File: config.mk
export PLATFORM = sky130hd
export DESIGN_NAME = kyber_bfly_issuer
export DESIGN_NICKNAME = d
export VERILOG_FILES = /design/src/rtl/kyber_bfly_issuer.sv
export SDC_FILE = /design/constraint.sdc
export NUM_CORES = 1
export LEC_CHECK = 0
export BUFFER_PORTS_ARGS = -buffer_cell sky130_fd_sc_hd__buf_2
export CELL_PAD_IN_SITES_DETAIL_PLACEMENT = 0
export CELL_PAD_IN_SITES_GLOBAL_PLACEMENT = 2
export CORE_ASPECT_RATIO = 0.7
export CORE_MARGIN = 5
export CORE_UTILIZATION = 37
export DETAILED_ROUTE_END_ITERATION = 6
export PLACE_DENSITY = 0.88
export RECOVER_POWER = 25
export SLEW_MARGIN = 10
export SYNTH_ARGS = -nofsm -noshare
export SYNTH_HDL_FRONTEND = slang
export SYNTH_SLANG_ARGS = --single-unit
File: constraint.sdc
create_clock -name i_clk -period 5 [get_ports i_clk]
set_input_delay 0.5 -clock i_clk [delete_from_list [all_inputs] [get_ports i_clk]]
set_output_delay 0.5 -clock i_clk [all_outputs]
set_load 0.1 [all_outputs]
File: src/rtl/kyber_bfly_issuer.sv
// Kyber butterfly issuer: sequences mont/add/sub ops on the arithmetic
// unit for one CT or GS butterfly and returns (a', b') over valid/ready.
module kyber_bfly_issuer #(
  parameter int KYBER_Q = 3329,
  parameter int TIMEOUT = 16
) (
  input  logic        i_clk,
  input  logic        i_rstn,
  input  logic        i_valid,
  output logic        o_ready,
  input  logic        i_mode,
  input  logic [11:0] i_a,
  input  logic [11:0] i_b,
  input  logic [11:0] i_zeta,
  output logic        o_valid,
  input  logic        i_ready,
  output logic [11:0] o_ra,
  output logic [11:0] o_rb,
  output logic [11:0] o_au_a,
  output logic [11:0] o_au_b,
  output logic [1:0]  o_au_op,
  output logic        o_au_en,
  input  logic [11:0] i_au_c,
  input  logic        i_au_done,
  output logic        o_busy,
  output logic        o_err,
  output logic [15:0] o_bfly_cnt
);

  localparam int W  = $clog2(KYBER_Q);
  localparam int TW = $clog2(TIMEOUT + 1);

  localparam logic [1:0] OP_MUL = 2'b10;
  localparam logic [1:0] OP_ADD = 2'b01;
  localparam logic [1:0] OP_SUB = 2'b00;

  typedef enum logic [2:0] {
    S_IDLE,
    S_OP1,
    S_OP2,
    S_OP3,
    S_OUT,
    S_ERR
  } state_t;

  state_t         r_state;
  logic           r_mode;
  logic [W-1:0]   r_a;
  logic [W-1:0]   r_b;
  logic [W-1:0]   r_zeta;
  logic [W-1:0]   r_t;
  logic [W-1:0]   r_ra;
  logic [W-1:0]   r_rb;
  logic [W-1:0]   r_au_a;
  logic [W-1:0]   r_au_b;
  logic [1:0]     r_au_op;
  logic           r_au_en;
  logic           r_first;
  logic           r_gap;
  logic [TW-1:0]  r_tmo;
  logic           r_ready;
  logic           r_valid;
  logic           r_err;
  logic [15:0]    r_cnt;

  always_ff @(posedge i_clk or negedge i_rstn) begin
    if (!i_rstn) begin
      r_state <= S_IDLE;
      r_mode  <= 1'b0;
      r_a     <= '0;
      r_b     <= '0;
      r_zeta  <= '0;
      r_t     <= '0;
      r_ra    <= '0;
      r_rb    <= '0;
      r_au_a  <= '0;
      r_au_b  <= '0;
      r_au_op <= 2'b00;
      r_au_en <= 1'b0;
      r_first <= 1'b0;
      r_gap   <= 1'b0;
      r_tmo   <= '0;
      r_ready <= 1'b1;
      r_valid <= 1'b0;
      r_err   <= 1'b0;
      r_cnt   <= '0;
    end else begin
      unique case (r_state)
        S_IDLE: begin
          if (i_valid) begin
            r_mode  <= i_mode;
            r_a     <= i_a;
            r_b     <= i_b;
            r_zeta  <= i_zeta;
            r_ready <= 1'b0;
            r_au_en <= 1'b1;
            r_first <= 1'b1;
            r_gap   <= 1'b0;
            r_tmo   <= '0;
            r_state <= S_OP1;
            r_au_b  <= i_b;
            if (i_mode) begin
              r_au_a  <= i_a;
              r_au_op <= OP_ADD;
            end else begin
              r_au_a  <= i_zeta;
              r_au_op <= OP_MUL;
            end
          end
        end
        S_OP1, S_OP2, S_OP3: begin
          if (r_gap) begin
            r_gap   <= 1'b0;
            r_au_en <= 1'b1;
            r_first <= 1'b1;
            r_tmo   <= '0;
          end else if (!r_first && i_au_done) begin
            // operands for the next op are loaded now so they hold
            // through the one-cycle gap and the whole next op
            r_au_en <= 1'b0;
            r_gap   <= (r_state != S_OP3);
            unique case (r_state)
              S_OP1: begin
                r_state <= S_OP2;
                r_au_a  <= r_a;
                if (r_mode) begin
                  r_ra    <= i_au_c;
                  r_au_b  <= r_b;
                  r_au_op <= OP_SUB;
                end else begin
                  r_t     <= i_au_c;
                  r_au_b  <= i_au_c;
                  r_au_op <= OP_ADD;
                end
              end
              S_OP2: begin
                r_state <= S_OP3;
                if (r_mode) begin
                  r_t     <= i_au_c;
                  r_au_a  <= r_zeta;
                  r_au_b  <= i_au_c;
                  r_au_op <= OP_MUL;
                end else begin
                  r_ra    <= i_au_c;
                  r_au_a  <= r_a;
                  r_au_b  <= r_t;
                  r_au_op <= OP_SUB;
                end
              end
              default: begin
                r_rb    <= i_au_c;
                r_valid <= 1'b1;
                r_state <= S_OUT;
              end
            endcase
          end else begin
            r_first <= 1'b0;
            if (r_tmo == TW'(TIMEOUT - 1)) begin
              r_state <= S_ERR;
              r_err   <= 1'b1;
              r_au_en <= 1'b0;
            end else begin
              r_tmo <= r_tmo + 1'b1;
            end
          end
        end
        S_OUT: begin
          if (i_ready) begin
            r_valid <= 1'b0;
            r_ready <= 1'b1;
            r_cnt   <= r_cnt + 1'b1;
            r_state <= S_IDLE;
          end
        end
        S_ERR: begin
          r_au_en <= 1'b0;
          r_ready <= 1'b0;
        end
        default: r_state <= S_ERR;
      endcase
    end
  end

  assign o_ready    = r_ready;
  assign o_valid    = r_valid;
  assign o_ra       = r_ra;
  assign o_rb       = r_rb;
  assign o_au_a     = r_au_a;
  assign o_au_b     = r_au_b;
  assign o_au_op    = r_au_op;
  assign o_au_en    = r_au_en;
  assign o_busy     = (r_state != S_IDLE);
  assign o_err      = r_err;
  assign o_bfly_cnt = r_cnt;

endmodule
==> results.toml <==
[yosys]
yosys_warnings = 0
synth_xor_area_share_pct = 2.44
netlist_instances = 582
ys_seq_area_share_pct = 53.0
synth-seq-cells = 129
synthDistinctLibCells = 46
synth_top_family_by_area = "multiplexers"
synth-adder-area-share_pct = 0.821
synth_ff_type = "dfrtp_1"
syn-num-nets = 640
async_reset_ff_share_pct = 100
muxShareOfSynthArea_pct = 15.6
synth-compound-area-share_pct = 10.1
synth_edf_count = 0
syn_avg_cell_area_um2 = 10.5
netlist_area_mm2 = 0.00610
yosys.area_share.simple_pct = 14.7

[setup_path]
end_kind = "register"
startpoint_type = "register"
crit_arrival_ns = 3.07
path_cells = "or2_2 -> nor3_4 -> nand2_1 -> mux2_2"
cp.required_ns = 5.30
crit_type = "reg2reg"
critical_path.max_stage_delay_ns = 0.67
cp_max_fo = 26
cpMaxStageDelayCell = "dfrtp_1"

[grt]
grt_pass1_vias = 4812
grt_pass1_wl_um = 25400
grt_max_degree = 70
grt_usage_pct = 16.6
overflow = 0
antenna_found_initial = 2

[sta]
clock_skew_ns = 0.0100
tightestPinTransition_ns = 1.02
max-slew-margin-rel_pct = 32.2
fin_crit_sh_pct = 55.6
hold_viol = 0
finalSetupTns_ns = 0
max_freq_mhz = 360
finalMaxSlewViolations = 0
rsz0062_at_grt = "no"
setup_viol = 0
fin_worst_hold_slack_ns = 0.0858
finalWorstPathRequiredPeriod_ns = 2.78

[finish]
antenna_cells = 0
final_common_cell = "nand2_1"
post-route-util_pct = 46.0
finalNonFillerCells = 928
final_cell_mix = "nand2_1, dfrtp_1, buf_2"
fill_cells = 1518
multi_input_area_mm2 = 0.00266
regArea_mm2 = 0.00323
nNetsFinal = 749
drive_above_1_share_pct = 34.3
area_growth_pct = 22.7

[clocking]
clockRootBuffer = "clkbuf_16"
cts_hold_buf = 0
cts-resized-gates = 0
clk_latency_ns = 0.42
cts_max_path_buffers = 2
cts-buffers-inserted = 17
tritoncts = "yes"
path_clk_slew_ns = 0.06
cts_sinks = 129
post_cts_buffers = 0
h-tree-depth = 4

[die]
die-area_mm2 = 0.0192
start_util_pct = 37.5
die_h_um = 117
num_rows = 39
io_pins = 125
fp.dieW_um = 163
core_mm2 = 0.0162

[flow_run]
drv_cap = 0

[placement]
gp_congestion = 0.835
hpwlAfterDp_um = 10500
dp.cells = 897
io_buffers = 124

[detailed_routing]
via_count = 4761
wl_per_cell_um = 16.9
ant_nets = 0
wl_um = 15700
dr.pass1.iters = 5
route.detailed.drc = 0
viasPerCell = 5.13
dr.first_iter.drc_count = 281

[run_status]
status = "complete, no violations"

[min_path]
hold_class = "in2async"
-- layout make-up --
type | instances | area share (%)
Multi-Input combinational cell | 408 | 35.6
Clock inverter | 11 | 2.04
Tap cell | 225 | 3.76
Timing Repair Buffer | 128 | 8.78
Sequential cell | 129 | 43.2
Inverter | 7 | 0.351
Clock buffer | 20 | 6.24
-- metrics by stage --
| step | cell area, µm² | worst slack, ns |
|---|---|---|
| 4_1_cts | 7480 | 2.19 |
| 3_3_place_gp | 6860 | 2.33 |
| 3_5_place_dp | 6860 | 2.22 |
| 5_1_grt | 7480 | 1.96 |
| 2_1_floorplan | 6100 | 2.81 |
| 6_report | 7480 | 2.22 |
-- cell usage after synthesis (all sizes together), types with 11 or more instances --
master / n / area share, %
dfrtp: 128 / 53
nand2: 136 / 8.4
mux2: 72 / 13
o22ai: 36 / 3.7
nor2: 13 / 0.84
clkbuf: 20 / 1.2
buf: 18 / 1.8
o21ai: 18 / 1.5
xnor2: 11 / 1.6
a21oi: 32 / 2.6
mux2i: 14 / 2.3
nand3: 14 / 1.1
-- sequential cells by signal, summed over array words and instances (netlist names) --
name	cells
r_mode	1
o_ra	12
r_b	12
r_t	12
r_gap	1
o_bfly_cnt	16
r_first	1
o_au_en	1
o_rb	12
r_state	3
o_au_op	2
o_au_a	12
o_ready	1
r_tmo	5
o_err	1
o_au_b	12
r_a	12
r_zeta	12
o_valid	1
-- critical path, delay by kind of cell (launching register included) --
kind          cells  cell delay (ns)
mux               1             0.42
flops             1             0.67
simple gates      3             1.56
-- logic make-up after synthesis --
family / after synthesis
mux: 86
buf+inv: 45
fa+ha+maj: 4
simple gates: 200
xor+xnor: 17
compound gates: 101
flops: 129
-- metal layers --
layer	part of all wire (%)	vias to the layer above	track usage (%)
li1	-	2253	-
met1	49	2333	24.1
met2	42	149	23.6
met3	7.4	22	6.45
met4	0.97	4	3.61
met5	0.16	-	0
-- final timing paths --
check | startpoint | endpoint | slack, ns | cells after the start
setup / recovery | r_state[2] | r_t[5] | 2.22 | 4
hold / removal | i_rstn | o_bfly_cnt[5] | 0.09 | 1
setup reg to reg | r_state[2] | r_t[5] | 2.22 | 4
hold reg to reg | r_zeta[5] | r_zeta[5] | 0.47 | 2
max in group asynchronous | i_rstn | r_a[4] | 3.67 | 2
min in group i_clk | i_ready | r_state[2] | 0.28 | 2
Power is not shown: default switching activity piles up to over one toggle a cycle in this logic, so the estimate is an artifact.
